<file path="config.mk">
export PLATFORM = sky130hd
export DESIGN_NAME = spi_master_flat
export DESIGN_NICKNAME = d
export VERILOG_FILES = /design/src/rtl/spi_master_if.sv /design/src/rtl/spi_master.sv /design/src/flat_wrapper.sv
export SDC_FILE = /design/constraint.sdc
export NUM_CORES = 1
export LEC_CHECK = 0
export ABC_AREA = 1
export ABC_CLOCK_PERIOD_IN_PS = 1900
export CAP_MARGIN = 40
export CORE_UTILIZATION = 59
export DETAILED_ROUTE_END_ITERATION = 12
export HOLD_SLACK_MARGIN = 0.08
export PLACE_DENSITY = 0.84
export SLEW_MARGIN = 15
export SYNTH_ARGS = -nofsm -noshare
export SYNTH_HDL_FRONTEND = slang
export SYNTH_SLANG_ARGS = --single-unit
</file>
<file path="constraint.sdc">
create_clock -name clk -period 1.9 [get_ports clk]
set_input_delay 0.475 -clock clk [delete_from_list [all_inputs] [get_ports clk]]
set_output_delay 0.475 -clock clk [all_outputs]
set_load 0.02 [all_outputs]
</file>
<file path="src/rtl/spi_master_if.sv">
// Request/response handshake and SPI pin bundle between spi_master and its surroundings.
// The master modport is the spi_master's view; the slave modport is the requester/pin side.
interface spi_master_if;
    logic       data_in_valid;
    logic [7:0] data_in;
    logic       busy;
    logic       data_out_valid;
    logic [7:0] data_out;
    logic       sck;
    logic       cs;
    logic       mosi;
    logic       miso;

    modport master (
        input  data_in_valid, data_in, miso,
        output busy, data_out_valid, data_out, sck, cs, mosi
    );

    modport slave (
        output data_in_valid, data_in, miso,
        input  busy, data_out_valid, data_out, sck, cs, mosi
    );
endinterface

</file>
<file path="src/rtl/spi_master.sv">
// SPI mode-0, MSB-first, 8-bit master with valid/busy request side and a 2-flop miso synchronizer.
// Optional SPI_MASTER_BURST_EN: one-entry pending byte chains transfers inside a single cs frame.
module spi_master #(
    parameter int unsigned CLK_DIV        = 4,
    parameter int unsigned CS_IDLE_CYCLES = 2
) (
    input  logic         clk,
    input  logic         rst,
    spi_master_if.master bus_io
);

    localparam int unsigned CNT_MAX = (CLK_DIV > CS_IDLE_CYCLES) ? CLK_DIV : CS_IDLE_CYCLES;
    localparam int unsigned CNT_W   = (CNT_MAX > 1) ? $clog2(CNT_MAX) : 1;
    localparam logic [CNT_W-1:0] PHASE_LOAD = CNT_W'(CLK_DIV - 1);
    localparam logic [CNT_W-1:0] GAP_LOAD   = CNT_W'(CS_IDLE_CYCLES - 1);

    // S_LAST is the sck-low half of bit 0's pair; mosi is left unchanged there.
    typedef enum logic [2:0] {
        S_IDLE  = 3'd0,
        S_SETUP = 3'd1,
        S_HIGH  = 3'd2,
        S_LOW   = 3'd3,
        S_LAST  = 3'd4,
        S_HOLD  = 3'd5,
        S_GAP   = 3'd6
    } state_e;

    state_e           state_q, state_d;
    logic [CNT_W-1:0] cnt_q, cnt_d;
    logic [2:0]       bit_q, bit_d;
    logic [7:0]       tx_q, tx_d;
    logic [7:0]       rx_q, rx_d;
    logic             sck_q, sck_d;
    logic             cs_q, cs_d;
    logic             mosi_q, mosi_d;
    logic             busy_q, busy_d;
    logic             dov_q, dov_d;
    logic [7:0]       dout_q, dout_d;
    logic             miso_meta_q, miso_sync_q;
    logic             phase_end_c;

`ifdef SPI_MASTER_BURST_EN
    logic [7:0]       pend_q, pend_d;
    logic             pend_full_q, pend_full_d;
    logic             pend_window_c;
`endif

    assign phase_end_c = (cnt_q == '0);

`ifdef SPI_MASTER_BURST_EN
    // Capture is closed from the bit-0 decision edge onward so a late byte cannot be stranded.
    assign pend_window_c = (state_q == S_SETUP) || (state_q == S_LOW) ||
                           ((state_q == S_HIGH) && !(phase_end_c && (bit_q == 3'd0)));
`endif

    // Next-state and registered-output logic.
    always_comb begin
        state_d = state_q;
        cnt_d   = phase_end_c ? cnt_q : (cnt_q - CNT_W'(1));
        bit_d   = bit_q;
        tx_d    = tx_q;
        rx_d    = rx_q;
        sck_d   = sck_q;
        cs_d    = cs_q;
        mosi_d  = mosi_q;
        busy_d  = busy_q;
        dov_d   = 1'b0;
        dout_d  = dout_q;
`ifdef SPI_MASTER_BURST_EN
        pend_d      = pend_q;
        pend_full_d = pend_full_q;
`endif

        case (state_q)
            S_IDLE: begin
                if (bus_io.data_in_valid) begin
                    tx_d    = bus_io.data_in;
                    mosi_d  = bus_io.data_in[7];
                    cs_d    = 1'b0;
                    busy_d  = 1'b1;
                    bit_d   = 3'd7;
                    cnt_d   = PHASE_LOAD;
                    state_d = S_SETUP;
                end
            end

            S_SETUP, S_LOW: begin
                if (phase_end_c) begin
                    sck_d   = 1'b1;
                    rx_d    = {rx_q[6:0], miso_sync_q};
                    cnt_d   = PHASE_LOAD;
                    state_d = S_HIGH;
                end
            end

            S_HIGH: begin
                if (phase_end_c) begin
                    sck_d = 1'b0;
                    cnt_d = PHASE_LOAD;
                    if (bit_q != 3'd0) begin
                        bit_d   = bit_q - 3'd1;
                        tx_d    = {tx_q[6:0], 1'b0};
                        mosi_d  = tx_q[6];
                        state_d = S_LOW;
                    end else begin
                        state_d = S_LAST;
`ifdef SPI_MASTER_BURST_EN
                        // Chain the pending byte: this low phase doubles as its setup phase.
                        if (pend_full_q) begin
                            pend_full_d = 1'b0;
                            tx_d        = pend_q;
                            mosi_d      = pend_q[7];
                            bit_d       = 3'd7;
                            dout_d      = rx_q;
                            dov_d       = 1'b1;
                            state_d     = S_SETUP;
                        end
`endif
                    end
                end
            end

            S_LAST: begin
                if (phase_end_c) begin
                    cnt_d   = PHASE_LOAD;
                    state_d = S_HOLD;
                end
            end

            S_HOLD: begin
                if (phase_end_c) begin
                    cs_d    = 1'b1;
                    dout_d  = rx_q;
                    dov_d   = 1'b1;
                    cnt_d   = GAP_LOAD;
                    state_d = S_GAP;
                end
            end

            S_GAP: begin
                if (phase_end_c) begin
                    busy_d  = 1'b0;
                    state_d = S_IDLE;
                end
            end

            default: begin
                state_d = S_IDLE;
            end
        endcase

`ifdef SPI_MASTER_BURST_EN
        if (bus_io.data_in_valid && !pend_full_q && pend_window_c) begin
            pend_d      = bus_io.data_in;
            pend_full_d = 1'b1;
        end
`endif
    end

    // State and output registers.
    always_ff @(posedge clk or posedge rst) begin
        if (rst) begin
            state_q <= S_IDLE;
            cnt_q   <= '0;
            bit_q   <= 3'd0;
            tx_q    <= 8'h00;
            rx_q    <= 8'h00;
            sck_q   <= 1'b0;
            cs_q    <= 1'b1;
            mosi_q  <= 1'b0;
            busy_q  <= 1'b0;
            dov_q   <= 1'b0;
            dout_q  <= 8'h00;
        end else begin
            state_q <= state_d;
            cnt_q   <= cnt_d;
            bit_q   <= bit_d;
            tx_q    <= tx_d;
            rx_q    <= rx_d;
            sck_q   <= sck_d;
            cs_q    <= cs_d;
            mosi_q  <= mosi_d;
            busy_q  <= busy_d;
            dov_q   <= dov_d;
            dout_q  <= dout_d;
        end
    end

    // miso arrives from another clock domain.
    always_ff @(posedge clk or posedge rst) begin
        if (rst) begin
            miso_meta_q <= 1'b0;
            miso_sync_q <= 1'b0;
        end else begin
            miso_meta_q <= bus_io.miso;
            miso_sync_q <= miso_meta_q;
        end
    end

`ifdef SPI_MASTER_BURST_EN
    always_ff @(posedge clk or posedge rst) begin
        if (rst) begin
            pend_q      <= 8'h00;
            pend_full_q <= 1'b0;
        end else begin
            pend_q      <= pend_d;
            pend_full_q <= pend_full_d;
        end
    end
`endif

    assign bus_io.sck            = sck_q;
    assign bus_io.cs             = cs_q;
    assign bus_io.mosi           = mosi_q;
    assign bus_io.busy           = busy_q;
    assign bus_io.data_out_valid = dov_q;
    assign bus_io.data_out       = dout_q;

endmodule
</file>
<file path="src/flat_wrapper.sv">
// flat-port wrapper written by rule: the top's interface ports become plain ports
module spi_master_flat 
#(
    parameter int unsigned CLK_DIV        = 4,
    parameter int unsigned CS_IDLE_CYCLES = 2
)
  (clk, rst, bus_io_data_in_valid, bus_io_data_in, bus_io_miso, bus_io_busy, bus_io_data_out_valid, bus_io_data_out, bus_io_sck, bus_io_cs, bus_io_mosi);
  spi_master_if bus_io_i ();
  input  logic clk;
  input  logic rst;
  input wire logic [$bits(bus_io_i.data_in_valid)-1:0] bus_io_data_in_valid;
  input wire logic [$bits(bus_io_i.data_in)-1:0] bus_io_data_in;
  input wire logic [$bits(bus_io_i.miso)-1:0] bus_io_miso;
  output wire logic [$bits(bus_io_i.busy)-1:0] bus_io_busy;
  output wire logic [$bits(bus_io_i.data_out_valid)-1:0] bus_io_data_out_valid;
  output wire logic [$bits(bus_io_i.data_out)-1:0] bus_io_data_out;
  output wire logic [$bits(bus_io_i.sck)-1:0] bus_io_sck;
  output wire logic [$bits(bus_io_i.cs)-1:0] bus_io_cs;
  output wire logic [$bits(bus_io_i.mosi)-1:0] bus_io_mosi;
  assign bus_io_i.data_in_valid = bus_io_data_in_valid;
  assign bus_io_i.data_in = bus_io_data_in;
  assign bus_io_i.miso = bus_io_miso;
  assign bus_io_busy = bus_io_i.busy;
  assign bus_io_data_out_valid = bus_io_i.data_out_valid;
  assign bus_io_data_out = bus_io_i.data_out;
  assign bus_io_sck = bus_io_i.sck;
  assign bus_io_cs = bus_io_i.cs;
  assign bus_io_mosi = bus_io_i.mosi;
  spi_master #(.CLK_DIV(CLK_DIV), .CS_IDLE_CYCLES(CS_IDLE_CYCLES)) u_core (.clk(clk), .rst(rst), .bus_io(bus_io_i));
endmodule
</file>
==> results.cfg, run 1 <==
[drt]
drt_wl_total_um = 3650
via_per_inst = 5.16
avgRoutedWirePerCell_um = 12.5
drtIter0Drc = 95
ant_nets = 0
drtPass1Iterations = 4
num_vias = 1508
drc = 0

[run_status]
status = finished, final reports clean

[timing]
min_period_ps = 1800
final.period_utilization_pct = 95.0
setup_viol = 0
setup_slack_ps = 95.2
tns_ps = 0
slew_headroom_pct = 71.0
finalHoldViolCount = 0
skew_ps = 10.2
max_freq_mhz = 554
slew_violations = 0
worstMarginPinSlew_ps = 435
rsz0062_at_grt = false

[synth]
synthCells = 222
syn_avg_cell_area_um2 = 8.99
synth_nets = 241
ys_warn_count = 0
netlist_area_um2 = 2000
synth-seq-cells = 38
synth_cell_types = 28
ys_seq_area_share_pct = 47.7

[clocking]
post-cts-setup-buffer-count = 0
h-tree-depth = 2
clk_pin_slew_ps = 110
cts_resized = 1
clock-root-buffer = clkbuf_4
cts_buffer_depth = 2
clkSinkCount = 38
cts-hold-fix-buffers = 0
cts_made_buffers = 5
worstSkewPairLatency_ps = 350
cts_tree = yes

[power]
p_seq_share_pct = 34.7
combPwrFrac_pct = 46.2
ir_drop_mv = 1.04
p_clk_share_pct = 19.1
powerDensity_nw_per_um2 = 1610
p_leak_uw = 0.00116
p_int_uw = 2180
switching_share_pct = 42.2
p_sw_uw = 1590

[global_routing]
gr-total-overflow = 0
grt_max_degree = 39
grt_pass1_vias = 1478
grt_use_total_pct = 23.9
antenna_found_initial = 0
grt_pass1_wl_um = 6220

[layout]
multi_input_area_um2 = 848
drive_above_1_share_pct = 16.1
insertedDiodeCount = 0
final_cell_area_um2 = 2340
nFillCells = 230
nets = 266
utilization_pct = 74.8
final_cells = 292
seqCellArea_um2 = 952
area_delta_synth_final_pct = 17.3

[die]
die_w_um = 60.2
dieArea_um2 = 3620
ios = 25
rows = 20
start_util_pct = 63.8
core_area_um2 = 3130
die_h_um = 60.2

[placement]
hpwl_um = 2540
gp_congestion = 0.929
dp.cells = 284
post-place-ws_ps = 216
portBuffers = 24
place_area_um2 = 2230

[critical_path]
crit_buf_inv = 1
worstPathArrival_ps = 1330
setup.worst_path.start_class = flop
crit_family = buffers and inverters
path_class = flop to primary output
critPathMaxFanout = 2
slowest_stage = clkdlybuf4s50_1
path_cells = clkdlybuf4s50_1
required_ps = 1420
endpoint_kind = primary output
slowest_delay_ps = 610

[run]
cap_violations = 0

[min_path]
hold_path_class = flop to flop
## final timing paths
check / slack (ps) / cells after the start / from / endpoint
setup reg to reg: 260 / 6 / u_core.state_q[2]$_DFFE_PP0P_ / u_core.bus_io.mosi$_DFFE_PP0P_
setup / recovery: 100 / 1 / u_core.bus_io.data_out[3]$_DFFE_PP0P_ / bus_io_data_out[3]
max in group asynchronous: 1200 / 3 / rst / u_core.bus_io.cs$_DFFE_PP1P_
min in group asynchronous: 460 / 3 / rst / u_core.state_q[1]$_DFFE_PP0P_
hold reg to reg: 370 / 0 / u_core.miso_meta_q$_DFF_PP0_ / u_core.miso_sync_q$_DFF_PP0_
hold / removal: 370 / 0 / u_core.miso_meta_q$_DFF_PP0_ / u_core.miso_sync_q$_DFF_PP0_
## cells in the final DEF (no fill, tap or decap)
cell type / n
dlygate4sd2_1: 1
nand3_1: 5
nand4_1: 19
buf_12: 1
clkinv_1: 1
dfstp_2: 1
inv_2: 6
nor2_2: 2
inv_1: 18
o21ai_2: 7
nand3_2: 3
nor2_1: 3
ha_1: 7
o21ai_1: 10
clkbuf_8: 1
nor2_8: 1
dfrtp_1: 37
bufinv_16: 2
clkbuf_4: 5
clkdlybuf4s50_1: 23
nand2_1: 75
nand3b_4: 1
buf_4: 2
nand2_8: 1
nand3_4: 2
o21ai_0: 4
nand2_4: 1
inv_4: 1
a21oi_1: 4
nor3_1: 1
nand2_2: 3
## sequential cells by signal (all words and copies together) (netlist names)
signal                        count
u_core.bus_io.cs                  1
u_core.miso_sync_q                1
u_core.bus_io.busy                1
u_core.rx_q                       8
u_core.cnt_q                      2
u_core.tx_q                       7
u_core.bus_io.data_out            8
u_core.state_q                    3
u_core.bus_io.mosi                1
u_core.miso_meta_q                1
u_core.bus_io.sck                 1
u_core.bus_io.data_out_valid      1
u_core.bit_q                      3
## Yosys cell counts (all sizes together)
cell type / instances / area [µm²]
nand2: 80 / 332
dfrtp: 37 / 926
inv: 25 / 96.3
o21ai: 21 / 131
nand4: 19 / 119
nand3: 10 / 90.1
buf: 9 / 95.1
ha: 7 / 87.6
nor2: 6 / 43.8
a21oi: 4 / 20.0
clkinv: 1 / 3.75
dfstp: 1 / 26.3
nand3b: 1 / 20.0
nor3: 1 / 5.00
## metal layers
layer | up-vias | global-route usage (%) | share of wire [%]
met4 | 0 | 11.0 | 2.5
met3 | 9 | 7.79 | 3.8
met5 | - | 0 | 0
met2 | 28 | 38.8 | 48
met1 | 701 | 28.7 | 46
li1 | 770 | - | -
## layout make-up
cell class | instances | share of cell area, %
clock buffer | 6 | 2.19
clock inverter | 2 | 2.57
inverter | 26 | 4.28
multi-input combinational | 149 | 36.2
sequential | 38 | 40.7
tap | 44 | 2.35
timing repair buffer | 27 | 11.7
## power groups by stage
stage / registers [µW] / logic (µW) / clock network [µW]
floorplan: 1340 / 1370 / 0
global placement: 1320 / 1680 / 0
detailed placement: 1320 / 1740 / 0
CTS: 1310 / 1760 / 733
global route: 1340 / 1970 / 780
finish: 1310 / 1750 / 720
## metrics by stage
stage	hold slack, ps	total power, µW
final	373	3770
after global placement	333	3000
after floorplan	331	2720
after CTS	377	3800
after global routing	384	4090
after detailed placement	342	3060
## cells by family after synthesis
kind of cell,after synthesis,share of synthesized area [%]
buffers and inverters,35,9.78
DFF,38,47.7
adders and majority gates,7,4.39
AOI/OAI and AO/OA,25,7.59
and+or+nand+nor,117,30.5
Note: power is estimated with default switching activity, not from simulation.
==> run 2, diff against run 1 <==
--- a/config.mk
+++ b/config.mk
@@ -12,6 +12,7 @@
 export DETAILED_ROUTE_END_ITERATION = 12
 export HOLD_SLACK_MARGIN = 0.08
 export PLACE_DENSITY = 0.84
+export SKIP_CTS_REPAIR_TIMING = 1
 export SLEW_MARGIN = 15
 export SYNTH_ARGS = -nofsm -noshare
 export SYNTH_HDL_FRONTEND = slang
==> run 2 against run 1 <==
- first-iteration DRC count stayed put
- critical path type unchanged
- largest power group unchanged
- clock-buffer cell count unchanged
- sequential power hardly changed
- routed wire length decreased by 0.14%
- highest routed layer unchanged
==> results.cfg, run 2 (synthesis results as in run 1) <==
[drt]
avgRoutedWirePerCell_um = 12.5
ant_nets = 0
drc = 0
drtIter0Drc = 95
via_per_inst = 5.16
drtPass1Iterations = 4
num_vias = 1507
drt_wl_total_um = 3650

[power]
total_power_uw = 3780
powerDensity_nw_per_um2 = 1610
p_leak_uw = 0.00118
ir_drop_mv = 1.04

[timing]
setup_viol = 0
whs_ps = 373
skew_ps = 10.2
tns_ps = 0
slew_violations = 0
min_period_ps = 1810
slew_headroom_pct = 71.0
finalHoldViolCount = 0
max_freq_mhz = 554
rsz0062_at_grt = false
final.period_utilization_pct = 95.1
worstMarginPinSlew_ps = 435

[critical_path]
endpoint_kind = primary output
setup.worst_path.start_class = flop
startpoint = u_core.bus_io.data_out[3]$_DFFE_PP0P_
critPathMaxFanout = 2
reg2reg_setup_slack_ps = 260
crit_buf_inv = 1
worstPathArrival_ps = 1330
slowest_stage = clkdlybuf4s50_1
r2r-start = u_core.state_q[2]$_DFFE_PP0P_
path_class = flop to primary output
crit_family = buffers and inverters
slowest_delay_ps = 610
required_ps = 1420
path_cells = clkdlybuf4s50_1

[die]
die_h_um = 60.2
ios = 25
core_area_um2 = 3130
dieArea_um2 = 3620
rows = 20
start_util_pct = 63.8
die_w_um = 60.2

[layout]
final_cell_mix = nand2_1 (75), dfrtp_1 (37), clkdlybuf4s50_1 (23), nand4_1 (19), inv_1 (18)
utilization_pct = 75.0
mostFrequentLayoutCell = nand2_1
drive_above_1_share_pct = 16.1
nets = 266
nFillCells = 230
area_delta_synth_final_pct = 17.5
seqCellArea_um2 = 952
insertedDiodeCount = 0
multi_input_area_um2 = 848
final_cells = 292

[min_path]
min_from = u_core.miso_meta_q$_DFF_PP0_
hold_path_class = flop to flop

[clocking]
cts_made_buffers = 5
cts_buffer_depth = 2
clkSinkCount = 38
clk_pin_slew_ps = 110
clock-root-buffer = clkbuf_4
h-tree-depth = 2
worstSkewPairLatency_ps = 350
cts_tree = yes

[global_routing]
gr-total-overflow = 0
antenna_found_initial = 0
grt_max_degree = 39
grt_use_total_pct = 23.9
grt_pass1_wl_um = 6220
grt_pass1_vias = 1478

[run]
cap_violations = 0

[placement]
gp_congestion = 0.929
dp.cells = 284
portBuffers = 24
hpwl_um = 2540

[run_status]
status = finished, final reports clean
## run 2: changes by cell type in the layout (fill, tap and decap cells not counted)
cell	change
dlygate4sd2_1	-1
dlymetal6s2s_1	+1
## run 2: area by class of cell
class | count | area share (%)
Sequential cell | 38 | 40.6
Multi-Input combinational cell | 149 | 36.2
Timing Repair Buffer | 27 | 11.8
Inverter | 26 | 4.27
Clock inverter | 2 | 2.56
Tap cell | 44 | 2.35
Clock buffer | 6 | 2.19
## run 2: through the flow
step	setup slack, ps	cell area [µm²]
after global routing	40.3	2340
after detailed placement	216	2230
final	93.6	2340
after global placement	248	2230
after floorplan	566	2000
after CTS	-78.4	2340
## run 2: power breakdown
group          internal, µW  total, µW  switching, µW  leakage (µW)
registers              1100       1310            210      0.000478
clock network           446        721            276     0.0000585
logic                   640       1750           1110      0.000640
total                  2180       3780           1590       0.00118
## run 2: worst register-to-register path, delay by kind of cell, from the launching register on
family | cells | cell delay, ps
buffers and inverters | 1 | 310
flip-flops | 1 | 550
AND/OR/NAND/NOR | 5 | 670
## run 2: final timing paths
path | depth (start not counted) | endpoint
worst max-delay path | 1 | bus_io_data_out[3]
worst min-delay path | 0 | u_core.miso_sync_q$_DFF_PP0_
worst max register to register | 6 | u_core.bus_io.mosi$_DFFE_PP0P_
worst min register to register | 0 | u_core.miso_sync_q$_DFF_PP0_
max in group asynchronous | 3 | u_core.bus_io.cs$_DFFE_PP1P_
min in group asynchronous | 3 | u_core.state_q[1]$_DFFE_PP0P_
## run 2: metal layers
layer  wire length [µm]  track usage [%]  vias to the layer above
met4                 97             11.0                        0
li1                   -                -                      770
met1               1660             28.7                      701
met3                133             7.79                       10
met2               1750             38.8                       26
met5                  0                0                        -
==> run 3, diff against run 2 <==
--- a/config.mk
+++ b/config.mk
@@ -8,10 +8,12 @@
 export ABC_AREA = 1
 export ABC_CLOCK_PERIOD_IN_PS = 1900
 export CAP_MARGIN = 40
-export CORE_UTILIZATION = 59
+export CORE_UTILIZATION = 60
+export CTS_BUF_LIST = sky130_fd_sc_hd__clkbuf_2
 export DETAILED_ROUTE_END_ITERATION = 12
+export GPL_TIMING_DRIVEN = 0
 export HOLD_SLACK_MARGIN = 0.08
-export PLACE_DENSITY = 0.84
+export PLACE_DENSITY = 0.85
 export SKIP_CTS_REPAIR_TIMING = 1
 export SLEW_MARGIN = 15
 export SYNTH_ARGS = -nofsm -noshare
==> run 3 against run 2 <==
- setup slack got worse by 38 ps
- die area decreased by 1.6%
- clock skew increased by 1.6 ps
==> results.cfg, run 3 (synthesis results as in run 1) <==
[timing]
skew_ps = 11.8
finalHoldViolCount = 0
final.period_utilization_pct = 97.1
max_freq_mhz = 542
slew_violations = 0
rsz0062_at_grt = false
tns_ps = 0
slew_headroom_pct = 49.3
setup_viol = 0
setup_slack_ps = 55.2
worstMarginPinSlew_ps = 759
min_period_ps = 1840

[layout]
area_delta_synth_final_pct = 20.8
final_cell_mix = nand2_1 (75), dfrtp_1 (37), nand4_1 (19), inv_1 (17), clkdlybuf4s50_1 (14)
mostFrequentLayoutCell = nand2_1
insertedDiodeCount = 0
nets = 272
utilization_pct = 77.7
drive_above_1_share_pct = 18.5

[global_routing]
grt_pass1_vias = 1538
antenna_found_initial = 0
grt_max_degree = 39
grt_use_total_pct = 25.8
grt_pass1_wl_um = 6790
gr-total-overflow = 0

[drt]
drt_wl_total_um = 3850
num_vias = 1560
drtIter0Drc = 71
wirelength_met1_um = 1690
ant_nets = 0
via_per_inst = 5.23
drc = 0
top_layer_used = met4
avgRoutedWirePerCell_um = 12.9
dr_wl_met2_um = 1920
dr_wl_met3_um = 190
drtPass1Iterations = 4

[critical_path]
endpoint_kind = primary output
startpoint = u_core.bus_io.data_out[2]$_DFFE_PP0P_
critPathMaxFanout = 2
slowest_stage = clkdlybuf4s50_1
worstPathArrival_ps = 1370
crit_family = buffers and inverters
setup.worst_path.start_class = flop
slowest_delay_ps = 600
path_class = flop to primary output
reg2reg_setup_slack_ps = 470
path_cells = clkdlybuf4s50_1
r2r-start = u_core.state_q[0]$_DFFE_PP0P_
crit_buf_inv = 1
required_ps = 1420

[die]
rows = 20
ios = 25
die_h_um = 59.7
die_w_um = 59.7
dieArea_um2 = 3560
core_area_um2 = 3100
start_util_pct = 64.3

[placement]
portBuffers = 24
hpwl_um = 2610
gp_congestion = 0.924
post-place-ws_ps = 250

[clocking]
clkSinkCount = 38
h-tree-depth = 2
cts_buffer_depth = 2
worstSkewPairLatency_ps = 390
clock-root-buffer = clkbuf_2
clk_pin_slew_ps = 190
cts_made_buffers = 5
cts_tree = yes

[power]
p_leak_uw = 0.00133
total_power_uw = 3810
powerDensity_nw_per_um2 = 1580
ir_drop_mv = 1.14

[run]
cap_violations = 0

[min_path]
hold_path_class = flop to flop
min_from = u_core.miso_meta_q$_DFF_PP0_

[run_status]
status = finished, final reports clean
[run 3: worst paths after layout]
path / endpoint / depth (start not counted)
max: bus_io_data_out[2] / 1
min: u_core.miso_sync_q$_DFF_PP0_ / 0
max reg2reg: u_core.tx_q[3]$_DFFE_PP0P_ / 7
min reg2reg: u_core.miso_sync_q$_DFF_PP0_ / 0
max in group asynchronous: u_core.rx_q[0]$_DFFE_PP0P_ / 2
min in group asynchronous: u_core.tx_q[4]$_DFFE_PP0P_ / 2
[run 3: layout make-up]
type                       instances  area, µm²
clock buffer                       5       25.0
tap                               44       55.1
timing repair buffer              24        265
buffer                             9       95.1
sequential                        38        952
inverter                          26        100
multi-input combinational        149        848
clock inverter                     3       68.8
fill                             245        693
[run 3: worst register-to-register path, cell delays in order, from the launching register on]
cell and delay [ps]:
dfrtp_1 560, inv_4 190, nand2_4 90, nor2_8 160, nand2_8 80, buf_8 140
nand4_1 90, nand2_1 60
[run 3: metal layers]
| metal | up-vias | track usage, % |
|---|---|---|
| li1 | 785 | - |
| met1 | 727 | 34.3 |
| met2 | 41 | 41.9 |
| met3 | 7 | 5.41 |
| met4 | 0 | 8.97 |
| met5 | - | 0 |
[run 3: report_power, final]
part	leakage [µW]	internal, µW	total [µW]	switching, µW
logic	0.000801	721	1870	1150
clock network	0.0000532	357	641	284
registers	0.000478	1100	1300	202
[run 3: through the flow]
stage	instance area (µm²)	hold WS [ps]	cells
finish	2410	387	298
global route	2410	395	298
CTS	2380	390	298
detailed placement	2290	348	290
global placement	2290	336	290
floorplan	2000	331	222
